[config.mk]
export PLATFORM = sky130hd
export DESIGN_NAME = song_sequencer
export DESIGN_NICKNAME = d
export VERILOG_FILES = /design/src/rtl/musicbox_pkg.sv /design/src/rtl/beat_prescaler.sv /design/src/rtl/song_sequencer.sv
export SDC_FILE = /design/constraint.sdc
export NUM_CORES = 1
export LEC_CHECK = 0
export ABC_AREA = 1
export BUFFER_PORTS_ARGS = -buffer_cell sky130_fd_sc_hd__buf_2
export CAP_MARGIN = 0
export CORE_UTILIZATION = 35
export CTS_BUF_LIST = sky130_fd_sc_hd__clkbuf_8 sky130_fd_sc_hd__clkbuf_16
export DETAILED_ROUTE_END_ITERATION = 12
export PLACE_DENSITY = 0.53
export SKIP_LAST_GASP = 1
export SLEW_MARGIN = 30
export SYNTH_ARGS = -nofsm -noshare
export SYNTH_HDL_FRONTEND = slang
export SYNTH_SLANG_ARGS = --single-unit
[constraint.sdc]
create_clock -name clk -period 2.3 [get_ports clk]
set_input_delay 0.23 -clock clk [delete_from_list [all_inputs] [get_ports clk]]
set_output_delay 0.23 -clock clk [all_outputs]
set_load 0.02 [all_outputs]
[src/rtl/musicbox_pkg.sv]
// Shared types and constants for the music box song path (ROM entry layout, sequencer states).
// ARTIC_GAP_EN adds the GAP state to the sequencer state enum.
package musicbox_pkg;
   localparam int DUR_W        = 6;
   localparam int NOTE_W       = 10;
   localparam int ENTRY_W      = DUR_W + NOTE_W;
   localparam int DUR_MSB      = ENTRY_W - 1;
   localparam int DUR_LSB      = NOTE_W;
   localparam int NOTE_MSB     = NOTE_W - 1;
   localparam int NOTE_LSB     = 0;
   localparam logic [DUR_W-1:0] END_DUR = '0;
   localparam int DEF_TICK_DIV = 6_250_000;

   typedef enum logic [2:0] {
      ST_IDLE,
      ST_FETCH,
      ST_WAIT,
      ST_LOAD,
      ST_PLAY
`ifdef ARTIC_GAP_EN
      , ST_GAP
`endif
   } seq_state_t;

   function automatic logic [DUR_W-1:0] entry_dur(input logic [ENTRY_W-1:0] entry);
      return entry[DUR_MSB:DUR_LSB];
   endfunction

   function automatic logic [NOTE_W-1:0] entry_note(input logic [ENTRY_W-1:0] entry);
      return entry[NOTE_MSB:NOTE_LSB];
   endfunction
endpackage

[src/rtl/beat_prescaler.sv]
// Beat prescaler: counts 0..TICK_DIV-1 while enabled; the wrap back to 0 is the beat tick.
module beat_prescaler
   import musicbox_pkg::*;
#(
   parameter int TICK_DIV = DEF_TICK_DIV
) (
   input  logic clk,
   input  logic RESET,
   input  logic clr_i,
   input  logic en_i,
   output logic tick_o
);
   localparam int CW = (TICK_DIV > 1) ? $clog2(TICK_DIV) : 1;

   logic [CW-1:0] count_q;

   assign tick_o = en_i && (count_q == CW'(TICK_DIV - 1));

   always_ff @(posedge clk) begin
      if (!RESET || clr_i) begin
         count_q <= '0;
      end else if (en_i) begin
         count_q <= tick_o ? '0 : count_q + CW'(1);
      end
   end
endmodule

[src/rtl/song_sequencer.sv]
// Song sequencer: walks the song ROM and holds each note for dur beat ticks ahead of the tone generator.
// Define ARTIC_GAP_EN to insert a one-tick silent GAP after every note.
module song_sequencer
   import musicbox_pkg::*;
#(
   parameter int TICK_DIV   = DEF_TICK_DIV,
   parameter int ADDR_W     = 9,
   parameter int SONG1_BASE = 256
) (
   input  logic               clk,
   input  logic               RESET,
   input  logic               play,
   input  logic               song_sel,
   output logic [ADDR_W-1:0]  rom_addr,
   input  logic [ENTRY_W-1:0] rom_data,
   output logic [NOTE_W-1:0]  fullnote,
   output logic               note_valid,
   output logic               note_start,
   output logic               song_done
);
   seq_state_t         state_q;
   logic [ADDR_W-1:0]  rom_addr_q;
   logic [ENTRY_W-1:0] entry_q;
   logic [NOTE_W-1:0]  note_q;
   logic [NOTE_W-1:0]  fullnote_q;
   logic [DUR_W-1:0]   dur_cnt_q;
   logic               note_valid_q;
   logic               note_start_q;
   logic               song_done_q;
   logic               sel_q;

   logic [ADDR_W-1:0]  base_d;
   logic               sel_edge_d;
   logic               beat_phase;
   logic               presc_en;
   logic               presc_clr;
   logic               tick;

   assign base_d     = song_sel ? ADDR_W'(SONG1_BASE) : '0;
   assign sel_edge_d = (song_sel != sel_q) && (state_q != ST_IDLE);
   assign presc_clr  = (state_q == ST_LOAD);
`ifdef ARTIC_GAP_EN
   assign beat_phase = (state_q == ST_PLAY) || (state_q == ST_GAP);
`else
   assign beat_phase = (state_q == ST_PLAY);
`endif
   assign presc_en   = play && beat_phase;

   beat_prescaler #(.TICK_DIV(TICK_DIV)) u_prescaler (
      .clk    (clk),
      .RESET  (RESET),
      .clr_i  (presc_clr),
      .en_i   (presc_en),
      .tick_o (tick)
   );

   always_ff @(posedge clk) begin
      if (!RESET) begin
         state_q      <= ST_IDLE;
         rom_addr_q   <= '0;
         entry_q      <= '0;
         note_q       <= '0;
         fullnote_q   <= '0;
         dur_cnt_q    <= '0;
         note_valid_q <= 1'b0;
         note_start_q <= 1'b0;
         song_done_q  <= 1'b0;
         sel_q        <= song_sel;
      end else begin
         sel_q        <= song_sel;
         note_start_q <= 1'b0;
         song_done_q  <= 1'b0;
         // A song change outranks everything, including an end marker sitting in LOAD.
         if (sel_edge_d) begin
            fullnote_q   <= '0;
            note_valid_q <= 1'b0;
            rom_addr_q   <= base_d;
            state_q      <= ST_FETCH;
         end else begin
            case (state_q)
               ST_IDLE: begin
                  rom_addr_q <= base_d;
                  if (play) state_q <= ST_FETCH;
               end
               ST_FETCH: state_q <= ST_WAIT;
               ST_WAIT: begin
                  entry_q <= rom_data;
                  state_q <= ST_LOAD;
               end
               ST_LOAD: begin
                  if (entry_dur(entry_q) == END_DUR) begin
                     song_done_q  <= 1'b1;
                     rom_addr_q   <= base_d;
                     fullnote_q   <= '0;
                     note_valid_q <= 1'b0;
                     state_q      <= ST_FETCH;
                  end else begin
                     note_q       <= entry_note(entry_q);
                     fullnote_q   <= entry_note(entry_q);
                     dur_cnt_q    <= entry_dur(entry_q);
                     note_start_q <= 1'b1;
                     note_valid_q <= 1'b1;
                     state_q      <= ST_PLAY;
                  end
               end
               ST_PLAY: begin
                  // Paused notes go silent but keep note_q so resume is seamless.
                  fullnote_q <= play ? note_q : '0;
                  if (tick) begin
                     dur_cnt_q <= dur_cnt_q - DUR_W'(1);
                     if (dur_cnt_q == DUR_W'(1)) begin
                        rom_addr_q <= rom_addr_q + ADDR_W'(1);
`ifdef ARTIC_GAP_EN
                        fullnote_q <= '0;
                        state_q    <= ST_GAP;
`else
                        state_q    <= ST_FETCH;
`endif
                     end
                  end
               end
`ifdef ARTIC_GAP_EN
               ST_GAP: begin
                  if (tick) state_q <= ST_FETCH;
               end
`endif
               default: state_q <= ST_IDLE;
            endcase
         end
      end
   end

   assign rom_addr   = rom_addr_q;
   assign fullnote   = fullnote_q;
   assign note_valid = note_valid_q;
   assign note_start = note_start_q;
   assign song_done  = song_done_q;
endmodule

== Yosys cells after proc, flatten, opt, wreduce, memory -nomap -nowiden ==
Cells that the tools add are included.

* Flip-flop bits (word level): 81
* Bits of input ports: 20
* Output and inout bits: 22
* Logic and storage cells: 73

* Add/subtract/negate cells: 3
* Eq/ne operators: 15
* Multiplexer cells: 21
* Bitwise operators: 4
* Reductions and logical operators: 18

{| class="wikitable"
|+ Operators by type and width
! cell !! count
|-
| two-way mux 9 bit || 5
|-
| case mux 9 bit (3 select lines) || 1
|-
| adder 23 x 1 -> 23 bit, second input constant || 1
|-
| equality test 23 bit, second input constant || 1
|-
| two-way mux 23 bit || 1
|-
| two-way mux 10 bit || 2
|-
| case mux 10 bit (2 select lines) || 1
|-
| case mux 3 bit (5 select lines) || 1
|-
| two-way mux 3 bit || 4
|-
| two-way mux 6 bit || 2
|-
| case mux 6 bit (2 select lines) || 1
|-
| adder 9 x 1 -> 9 bit, second input constant || 1
|-
| AND reduction 3 bit || 3
|-
| AND reduction 4 bit || 2
|-
| equality test 3 x 2 -> 1 bit, second input constant || 2
|-
| equality test 6 x 1 -> 1 bit, second input constant || 1
|-
| zero test 6 bit || 1
|-
| != test 3 x 2 -> 1 bit, second input constant || 2
|-
| != test 3 bit, second input constant || 2
|-
| subtractor 6 x 1 -> 6 bit, second input constant || 1
|-
| != test 2 x 1 -> 1 bit, second input constant || 2
|-
| != test 2 bit, second input constant || 2
|-
| NOT 1 bit || 4
|-
| nonzero test 4 bit || 1
|-
| other kinds (13) || 17
|}

== Logic depth before layout (Yosys ltp) ==
Gate-level depths: netlist (run 1).

* Word-level depth: 6
* Depth in mapped cells: 11
* Mapped depth without buffers: 11

== By module ==
Synthesis (run 1) repeated with hierarchy kept, for this count alone.

* Cell total of the unflattened synthesis: 568
* Area, all modules: 3,888.7 µm²

{| class="wikitable"
|+ Modules (own cells, without submodules)
! module !! times used !! cells each !! area an instance (µm²) !! seq. area each (µm²)
|-
| song_sequencer || 1 || 372 || 2,621.3 || 1,161.1
|-
| beat_prescaler || 1 || 196 || 1,267.5 || 460.4
|}

== Least setup slack after synthesis (run 1) ==
Ideal clock, no wire load.

* Path type: register -> register
* From: register u_prescaler.count_q[0]
* To: register dur_cnt_q[5]
* Setup time: 113 ps
* Data arrival time: 1,465 ps
* Data required time: 2,187 ps
* Path slack: 722 ps
* Cell stages (with the launch flop): 11
* Path buffers: 0
* Clock period less this slack: 1,578 ps
* Cell sequence: dfxtp_1 > ha_1 > nand2_1 > nor2_1 > nand2_1 > nor2_1 > nand2_1 > nand2_1 > nand2_2 > nor2_1 > nor2_1

* Word-level cells in the longest chain between the ends: 4

{| class="wikitable"
|+ Ends and longest elaborated chain
! what !! RTL line !! text
|-
| start: declaration || beat_prescaler.sv:15 || <nowiki>logic [CW-1:0] count_q;</nowiki>
|-
| start signal: assignment || beat_prescaler.sv:23 || <nowiki>count_q <= tick_o ? '0 : count_q + CW'(1);</nowiki>
|-
| equality test 23 bit || beat_prescaler.sv:17 || <nowiki>assign tick_o = en_i && (count_q == CW'(TICK_DIV - 1));</nowiki>
|-
| logical AND 1 bit || beat_prescaler.sv:17 ||
|-
| != test 2 x 1 -> 1 bit (no line) || n/a ||
|-
| AND reduction 4 bit (no line) || n/a ||
|-
| end signal: assignment || song_sequencer.sv:100 || <nowiki>dur_cnt_q <= entry_dur(entry_q);</nowiki>
|-
| end signal: assignment || song_sequencer.sv:110 || <nowiki>dur_cnt_q <= dur_cnt_q - DUR_W'(1);</nowiki>
|-
| end: declaration || song_sequencer.sv:26 || <nowiki>logic [DUR_W-1:0] dur_cnt_q;</nowiki>
|}

No other way between the ends.
A chain may end at the register's enable or synchronous reset.

== Worst setup path in the final report (run 1) ==
Same ends and word-level chain as after synthesis.

==> flow_summary.json, run 1 <==
{
  "min_period_ns": 1.87,
  "worst_slew_pin_slew_ns": 0.498,
  "status": "complete, no violations",
  "power_mw": 2.90,
  "vias_per_cell": 4.84,
  "cts_buffer_depth": 2,
  "syn_area_per_cell_um2": 6.98,
  "min_period_over_period_pct": 81.5,
  "cellInternalPower_mw": 2.01,
  "synth-edff-count": 0,
  "gr-total-overflow": 0,
  "core_area_um2": 10500,
  "fin_worst_skew_ns": 0.00927,
  "start_util_pct": 36.5,
  "cts-hold-fix-buffers": 0,
  "grt_pass1_wl_um": 16000,
  "post_drt_wl_per_cell_um": 12.2,
  "mostFrequentLayoutCells": "101 x nand2_1, 85 x nor2_1, 81 x dfxtp_1, 51 x inv_1, 51 x o21ai_0",
  "n_antenna_cell": 0,
  "crit_fanout": 10,
  "start_kind": "register",
  "dieHeight_um": 106,
  "worstPathArrival_ns": 2.13,
  "synth_top_cell_by_area": "dfxtp_1",
  "first_pass_iters": 4,
  "nets": 616,
  "post_cts_resized": 0,
  "gp_congestion": 0.786,
  "drc": 0,
  "power_density_nw_per_um2": 662,
  "ys.flop_type": "dfxtp_1",
  "setup_tns_ns": 0,
  "synth-seq-area-share_pct": 42.5,
  "seq_area_um2": 1620,
  "htreeDepth": 3,
  "fillCellCount": 1120,
  "grt_max_degree": 39,
  "layout_commonest_cell": "nand2_1",
  "max_freq_mhz": 534,
  "switching_power_uw": 888,
  "cts_setup_buffers": 0,
  "drive_above_1_share_pct": 14.6,
  "power_leakage_nw": 1.77,
  "vias": 3548,
  "synthTopCellsByArea": "dfxtp_1 42%, nand2_1 9.9%, nor2_1 8.4%",
  "track_usage_pct": 17.5,
  "clk_pin_slew_ns": 0.09,
  "critPathKind": "register to register",
  "rsz0062_at_grt": "no",
  "clock-sinks": 81,
  "drtAntennaViolNets": 0,
  "drt_wl_total_um": 8920,
  "combinationalPowerShare_pct": 12.4,
  "ioPinCount": 42,
  "multi_input_area_um2": 1900,
  "rows": 37,
  "ir_drop_uv": 290,
  "synth_cells": 547,
  "hpwl_um": 6440,
  "drt_iter0_drc": 178,
  "cap_violations": 0,
  "clock_latency_ns": 0.36,
  "relSlewSlack_pct": 66.8,
  "switching_share_pct": 30.6,
  "async_flop_share_pct": 0,
  "ys.warnings.count": 0,
  "syn_area_um2": 3820,
  "crit_required_ns": 2.56,
  "finalHoldViolCount": 0,
  "antenna_found_initial": 0,
  "setup_viol": 0,
  "synth_top_area_share_pct": 42.5,
  "end_kind": "register",
  "yosysUniqueCellTypes": 37,
  "p_clk_share_pct": 35.6,
  "seqPwrFrac_pct": 52.0,
  "cts_tree": "done",
  "hold_path_class": "input port to register",
  "cts_buffers": 9,
  "fp.dieW_um": 106,
  "first_global_vias": 3428,
  "synth_fp_nets": 571,
  "ys_seq_elements": 81,
  "dieArea_um2": 11300,
  "cts_root_buf": "clkbuf_8",
  "portBuffers": 41,
  "synthToLayoutAreaGrowth_pct": 14.9,
  "slew_viol_final": 0
}
==> logic make-up after synthesis <==
family                   after synthesis  synth area share [%]
AND/OR/NAND/NOR                      266                  30.8
AO/OA/AOI/OAI                        116                  16.2
flip-flops                            81                  42.5
buffers and inverters                 75                  7.80
XOR/XNOR                               5                  1.34
adder cells (fa/ha/maj)                4                  1.31
==> state kept, by name (all words and copies together) (netlist names) <==
register and flops:
song_done 1, fullnote 10, sel_q 1, entry_q 16, dur_cnt_q 6, note_valid 1, rom_addr 9, note_start 1
note_q 10, state_q 3, u_prescaler.count_q 23
==> power by group through the flow <==
stage                     registers (mW)  logic [mW]  clock network (mW)
after CTS                           1.51       0.362                1.07
after detailed placement            1.54       0.361                   0
after floorplan                     1.55       0.228                   0
after global placement              1.54       0.358                   0
after global routing                1.52       0.415                1.13
final                               1.51       0.360                1.03
==> synth_stat cells, drive strengths merged (2+ instances only) <==
cell type,n
dfxtp,81
nor3b,2
nor2,91
ha,4
clkinv,3
a21oi,46
nor4,2
nand3b,3
o21a,2
o21bai,2
clkbuf,11
inv,54
xor2,5
nand4,7
buf,7
or2,2
nor3,7
nand3,47
nand2,105
a31oi,10
o21ai,52
==> through the flow <==
step,cells,utilization (%),cell area (um2),setup slack (ns),hold WS [ns]
finish,733,41.9,4380,0.426,0.0279
global route,733,41.9,4380,0.123,0.0161
CTS,733,41.9,4380,0.430,0.0103
detailed placement,717,40.1,4190,0.446,0.392
global placement,717,40.1,4190,0.521,0.392
floorplan,547,-,3820,0.722,0.258
==> area by class of cell <==
class,count,area share (%)
Sequential cell,81,37.0
Multi-Input combinational cell,391,43.3
Clock inverter,7,1.57
Tap cell,136,3.88
Clock buffer,9,2.83
Inverter,57,4.88
Timing Repair Buffer,52,6.57
==> per-layer routing <==
| layer | global-route usage, % | share of wire, % | vias to the layer above |
|---|---|---|---|
| met2 | 29.6 | 47 | 64 |
| met5 | 0 | 0 | - |
| met4 | 4.11 | 0.96 | 0 |
| met1 | 22.8 | 49 | 1588 |
| met3 | 3.31 | 3.4 | 11 |
| li1 | - | - | 1885 |
==> critical path, cell delays in order, from the launching register on <==
cell     delay, ns
dfxtp_1       0.40
ha_1          0.19
nand2_1       0.10
nor2_1        0.10
nand2_1       0.06
nor2_1        0.21
nand2_1       0.14
nand2_1       0.29
nand2_2       0.11
nor2_1        0.13
nor2_1        0.05
==> path summary, 6_finish.rpt <==
path / slack, ns / end / depth (start not counted) / start
hold reg to reg: 0.45 / note_q[7]$_SDFFE_PN0P_ / 2 / note_q[7]$_SDFFE_PN0P_
setup / recovery: 0.43 / dur_cnt_q[5]$_SDFFE_PN0P_ / 10 / u_prescaler.count_q[0]$_SDFFE_PP0P_
hold / removal: 0.03 / sel_q$_DFF_P_ / 1 / song_sel
setup reg to reg: 0.43 / dur_cnt_q[5]$_SDFFE_PN0P_ / 10 / u_prescaler.count_q[0]$_SDFFE_PP0P_
Power figures use the tool's default switching activity.
==> inputs of run 2 (changes only) <==
--- a/config.mk
+++ b/config.mk
@@ -11,7 +11,7 @@
 export CORE_UTILIZATION = 35
 export CTS_BUF_LIST = sky130_fd_sc_hd__clkbuf_8 sky130_fd_sc_hd__clkbuf_16
 export DETAILED_ROUTE_END_ITERATION = 12
-export PLACE_DENSITY = 0.53
+export PLACE_DENSITY = 0.55
 export SKIP_LAST_GASP = 1
 export SLEW_MARGIN = 30
 export SYNTH_ARGS = -nofsm -noshare
==> constraint.sdc (replaced) <==
create_clock -name clk -period 1.5 [get_ports clk]
set_input_delay 0.15 -clock clk [delete_from_list [all_inputs] [get_ports clk]]
set_output_delay 0.15 -clock clk [all_outputs]
set_load 0.02 [all_outputs]
==> run 2 against run 1 <==
Effect of this change: the flow now finishes with violations (negative setup slack); critical endpoint is now u_prescaler.count_q[21]$_SDFFE_PP0P_; hold slack better by 0.019 ns; final cell count up 11%; clock skew up 0.0062 ns; clock power up 82%; via count up 9.1%; sequential power up 53%; count of clock-buffer cells in the layout unchanged; critical path depth unchanged; fmax up 22%.
==> flow_summary.json, run 2 (synthesis gave the netlist of run 1 again) <==
{
  "grt_max_degree": 39,
  "cts_root_buf": "clkbuf_8",
  "fin_worst_skew_ns": 0.0155,
  "largest_reg_flops": 23,
  "drtAntennaViolNets": 0,
  "fin_ws_ns": -0.0373,
  "min_period_over_period_pct": 102,
  "failed_checks": "negative setup slack",
  "cap_violations": 0,
  "cts_buffer_depth": 2,
  "slew_viol_final": 0,
  "rows": 37,
  "drt_iter0_drc": 242,
  "dieArea_um2": 11300,
  "post_drt_wl_per_cell_um": 12.2,
  "reg.largest.list": "u_prescaler.count_q (23), entry_q (16)",
  "min_period_ns": 1.54,
  "gp_congestion": 0.862,
  "clk_pin_slew_ns": 0.09,
  "worst_slew_pin_slew_ns": 0.370,
  "power_density_nw_per_um2": 929,
  "gr-total-overflow": 0,
  "ioPinCount": 42,
  "dieHeight_um": 106,
  "crit_chain": "nor2_4 > nand3_4 > inv_2 > nand2_2 > nor2_4 > nand3b_1 > nor2_2 > nand2_1 > nand2_1 > nor2_1",
  "portBuffers": 41,
  "vias": 3871,
  "worstPathArrival_ns": 1.81,
  "hold_path_class": "input port to register",
  "finalHoldViolCount": 0,
  "ir_drop_uv": 794,
  "end_kind": "register",
  "relSlewSlack_pct": 75.3,
  "rsz0062_at_grt": "yes",
  "antenna_found_initial": 0,
  "crit_required_ns": 1.78,
  "first_global_vias": 3621,
  "n_antenna_cell": 0,
  "drive_above_1_share_pct": 29.1,
  "hpwl_um": 6960,
  "grt_pass1_wl_um": 16700,
  "nets": 699,
  "layout_commonest_cell": "nand2_1",
  "start_kind": "register",
  "crit_fanout": 5,
  "power_leakage_nw": 2.24,
  "setup_viol": 4,
  "drt_wl_total_um": 9940,
  "htreeDepth": 3,
  "largest_register": "u_prescaler.count_q",
  "first_pass_iters": 4,
  "core_area_um2": 10500,
  "cp_top_family": "simple AND/OR/NAND/NOR gates",
  "clock_latency_ns": 0.38,
  "clock-sinks": 81,
  "final_util_pct": 50.7,
  "synthToLayoutAreaGrowth_pct": 39.0,
  "cts_tree": "done",
  "start_util_pct": 36.5,
  "cts_buffers": 9,
  "track_usage_pct": 18.6,
  "power_mw": 4.93,
  "cpMaxStageDelayCell": "dfxtp_2",
  "fp.dieW_um": 106,
  "status": "complete, but fails checks",
  "cp.buffers_inverters": 1,
  "slowest_delay_ns": 0.35,
  "vias_per_cell": 4.74,
  "drc": 0,
  "mostFrequentLayoutCells": "89 x nand2_1, 74 x dfxtp_1, 72 x buf_4, 71 x nor2_1, 51 x inv_1",
  "max_freq_mhz": 650,
  "critPathKind": "register to register"
}
==> run 2: changes by cell type in the layout (fill, tap and decap cells not counted), sizes merged <==
| cell | change |
|---|---|
| buf | +68 |
| bufinv | +2 |
| clkinv | -1 |
| dlygate4sd3 | +14 |
| inv | -1 |
| nor2 | +1 |
==> run 2: final timing paths <==
check / endpoint / start / depth (start not counted) / slack [ns]
worst max register to register: u_prescaler.count_q[21]$_SDFFE_PP0P_ / state_q[1]$_SDFFE_PP0P_ / 10 / -0.04
worst min register to register: note_q[5]$_SDFFE_PN0P_ / note_q[5]$_SDFFE_PN0P_ / 2 / 0.45
worst max-delay path: u_prescaler.count_q[21]$_SDFFE_PP0P_ / state_q[1]$_SDFFE_PP0P_ / 10 / -0.04
worst min-delay path: entry_q[15]$_SDFFE_PN0P_ / rom_data[15] / 3 / 0.05
==> run 2: timing repair <==
action                                  CTS  global route
endpoints found under the hold margin    14             0
gates resized for setup                  29            35
endpoints found under the setup margin   51            64
buffers inserted                          3             7
pin swaps                                 7            12
gates cloned                              1             1
hold buffers                             14             0
==> run 2: through the flow <==
step                setup slack (ns)  cell area [um2]  TNS (ns)  hold WS (ns)  instances
CTS                          -0.0638             5140    -0.610        0.0332        808
floorplan                     0.0114             3820         0         0.178        547
detailed placement            -0.213             4640     -4.96         0.335        774
finish                       -0.0373             5300   -0.0900        0.0472        816
global placement              -0.154             4640     -3.34         0.332        774
global route                  -0.159             5300     -2.72        0.0402        816
==> run 2: tightest hold or removal path, delay by kind of cell <==
| family | cells | cell delay, ns |
|---|---|---|
| AO/OA/AOI/OAI | 2 | 0.17 |
| buffers and inverters | 1 | 0.07 |
==> run 2: area by class of cell <==
| cell class | count | area (um2) |
|---|---|---|
| clock buffer | 9 | 124 |
| fill | 1058 | 5160 |
| multi-input combinational | 392 | 2070 |
| timing repair buffer | 134 | 982 |
| tap | 136 | 170 |
| sequential | 81 | 1630 |
| inverter | 57 | 214 |
| clock inverter | 7 | 106 |
==> run 2: layer usage <==
layer	part of all wire, %	vias to the layer above	GRT usage [%]	wire length [um]
met5	0	-	0	0
met4	0.98	0	4.99	97
met3	2.5	6	5.76	250
met2	49	52	30.5	4860
met1	48	1762	23.5	4740
li1	-	2051	-	-
==> run 2: report_power, final <==
group	switching [mW]	internal, mW
sequential	0.0695	2.24
clock	0.899	0.969
combinational	0.413	0.337
total	1.38	3.55
==> inputs of run 3 (changes only) <==
--- a/config.mk
+++ b/config.mk
@@ -7,10 +7,10 @@
 export LEC_CHECK = 0
 export ABC_AREA = 1
 export BUFFER_PORTS_ARGS = -buffer_cell sky130_fd_sc_hd__buf_2
-export CAP_MARGIN = 0
 export CORE_UTILIZATION = 35
 export CTS_BUF_LIST = sky130_fd_sc_hd__clkbuf_8 sky130_fd_sc_hd__clkbuf_16
 export DETAILED_ROUTE_END_ITERATION = 12
+export HOLD_SLACK_MARGIN = 0.06
 export PLACE_DENSITY = 0.55
 export SKIP_LAST_GASP = 1
 export SLEW_MARGIN = 30
==> run 3 against run 2 <==
Effect of this change: the flow still finishes with violations (negative setup slack); largest power group unchanged; die area unchanged; register-to-register slack about the same; sequential power about the same; highest routed layer unchanged; clock power about the same; non-clock buffer count up 3; global-route usage up 0.17 points; sequential cell count unchanged.
==> flow_summary.json, run 3 (synthesis gave the netlist of run 1 again) <==
{
  "antenna_found_initial": 0,
  "r2r.worst_path.cells": 10,
  "vias_per_cell": 4.76,
  "dieHeight_um": 106,
  "hold_path_class": "input port to register",
  "worst_r2r_endpoint": "u_prescaler.count_q[21]$_SDFFE_PP0P_",
  "grt_max_degree": 39,
  "largest_reg_flops": 23,
  "regToRegSetupSlack_ns": -0.05,
  "clock_latency_ns": 0.38,
  "fp.dieW_um": 106,
  "gr-total-overflow": 0,
  "drt_iter0_drc": 261,
  "largest_register": "u_prescaler.count_q",
  "grt_util_met3_pct": 5.76,
  "fillCellCount": 1054,
  "drtAntennaViolNets": 0,
  "first_pass_iters": 4,
  "final_util_pct": 51.0,
  "fin_ws_ns": -0.0462,
  "start_util_pct": 36.5,
  "holdWs_ns": 0.106,
  "cts_tree": "done",
  "critPathKind": "register to register",
  "ioPinCount": 42,
  "met2_usage_pct": 31.1,
  "slew_viol_final": 0,
  "drt_wl_total_um": 10000,
  "power_leakage_nw": 2.25,
  "clock-sinks": 81,
  "drive_above_1_share_pct": 29.0,
  "setup_tns_ns": -0.110,
  "finalHoldViolCount": 0,
  "start_kind": "register",
  "power_mw": 4.94,
  "hpwl_um": 6960,
  "grt_pass1_wl_um": 16800,
  "min_period_ns": 1.55,
  "gr-usage-met1_pct": 23.5,
  "crit_fanout": 5,
  "post_drt_wl_per_cell_um": 12.2,
  "ir_drop_uv": 799,
  "vias": 3898,
  "hp-start": "play",
  "cts_buffer_depth": 2,
  "gp_congestion": 0.862,
  "end_kind": "register",
  "nets": 702,
  "crit_required_ns": 1.78,
  "rows": 37,
  "core_area_um2": 10500,
  "status": "complete, but fails checks",
  "track_usage_pct": 18.7,
  "seq_area_um2": 1630,
  "worstReg2RegStart": "state_q[1]$_SDFFE_PP0P_",
  "reg.largest.list": "u_prescaler.count_q (23), entry_q (16)",
  "worstPathArrival_ns": 1.82,
  "first_global_vias": 3662,
  "layout_commonest_cell": "nand2_1",
  "max_freq_mhz": 647,
  "n_antenna_cell": 0,
  "relSlewSlack_pct": 74.7,
  "worst_slew_pin_slew_ns": 0.379,
  "busiest_layer": "met2",
  "rsz0062_at_grt": "yes",
  "cap_violations": 0,
  "portBuffers": 41,
  "cts_buffers": 9,
  "drc": 0,
  "dieArea_um2": 11300,
  "multi_input_area_um2": 2070,
  "power_density_nw_per_um2": 926,
  "cts_root_buf": "clkbuf_8",
  "hold_path_end": "u_prescaler.count_q[0]$_SDFFE_PP0P_",
  "htreeDepth": 3,
  "failed_checks": "negative setup slack",
  "clk_pin_slew_ns": 0.09,
  "setup_viol": 6,
  "fin_worst_skew_ns": 0.0138,
  "mostFrequentLayoutCells": "89 x nand2_1, 74 x dfxtp_1, 72 x buf_4, 71 x nor2_1, 51 x inv_1",
  "synthToLayoutAreaGrowth_pct": 39.7,
  "whs_path_depth": 3,
  "min_period_over_period_pct": 103
}
==> run 3: layout make-up <==
cell class,count,area share (%)
Clock buffer,9,2.32
Timing Repair Buffer,137,19.0
Sequential cell,81,30.6
Multi-Input combinational cell,392,38.9
Tap cell,136,3.19
Inverter,57,4.01
Clock inverter,7,1.99
==> run 3: how the worst max path moves through the flow <==
stage | start | to | cells past startpoint | slack [ns]
global route | state_q[1]$_SDFFE_PP0P_ | dur_cnt_q[5]$_SDFFE_PN0P_ | 11 | -0.16
floorplan | u_prescaler.count_q[0]$_SDFFE_PP0P_ | rom_addr[3]$_SDFFE_PN0P_ | 10 | 0.01
finish | state_q[1]$_SDFFE_PP0P_ | u_prescaler.count_q[21]$_SDFFE_PP0P_ | 10 | -0.05
CTS | u_prescaler.count_q[0]$_SDFFE_PP0P_ | rom_addr[2]$_SDFFE_PN0P_ | 11 | -0.06
global placement | state_q[1]$_SDFFE_PP0P_ | state_q[1]$_SDFFE_PP0P_ | 7 | -0.15
detailed placement | state_q[1]$_SDFFE_PP0P_ | state_q[1]$_SDFFE_PP0P_ | 7 | -0.21
==> run 3: critical path, cell delays in order (launching register included) <==
cell and delay, ns:
dfxtp_2 0.35, nor2_4 0.20, nand3_4 0.15, inv_2 0.09, nand2_2 0.07, nor2_4 0.15, nand3b_1 0.14, nor2_2 0.14
nand2_1 0.07, nand2_1 0.05, nor2_1 0.03
==> run 3: what timing repair did <==
action | CTS | global route
cloned | 1 | 1
hold endpoints to repair | 17 | 0
setup endpoints to repair | 51 | 64
pin swaps | 7 | 12
resized for setup | 29 | 35
hold buffers | 17 | 0
setup buffers | 3 | 7
==> run 3: through the flow <==
step | setup WS (ns) | cell area (um2) | std cells
3_3_place_gp | -0.154 | 4640 | 774
6_report | -0.0462 | 5330 | 819
3_5_place_dp | -0.213 | 4640 | 774
5_1_grt | -0.159 | 5330 | 819
2_1_floorplan | 0.0114 | 3820 | 547
4_1_cts | -0.0638 | 5170 | 811
==> run 3: power by group <==
group	internal (mW)	switching (mW)	total, mW
Clock	0.969	0.901	1.87
Combinational	0.342	0.416	0.758
Sequential	2.24	0.0696	2.31
==> run 3: per-layer routing <==
layer  vias up  wire length, um
met5         -                0
met4         0               79
met2        54             4930
met1      1781             4680
met3         7              318
li1       2056                -
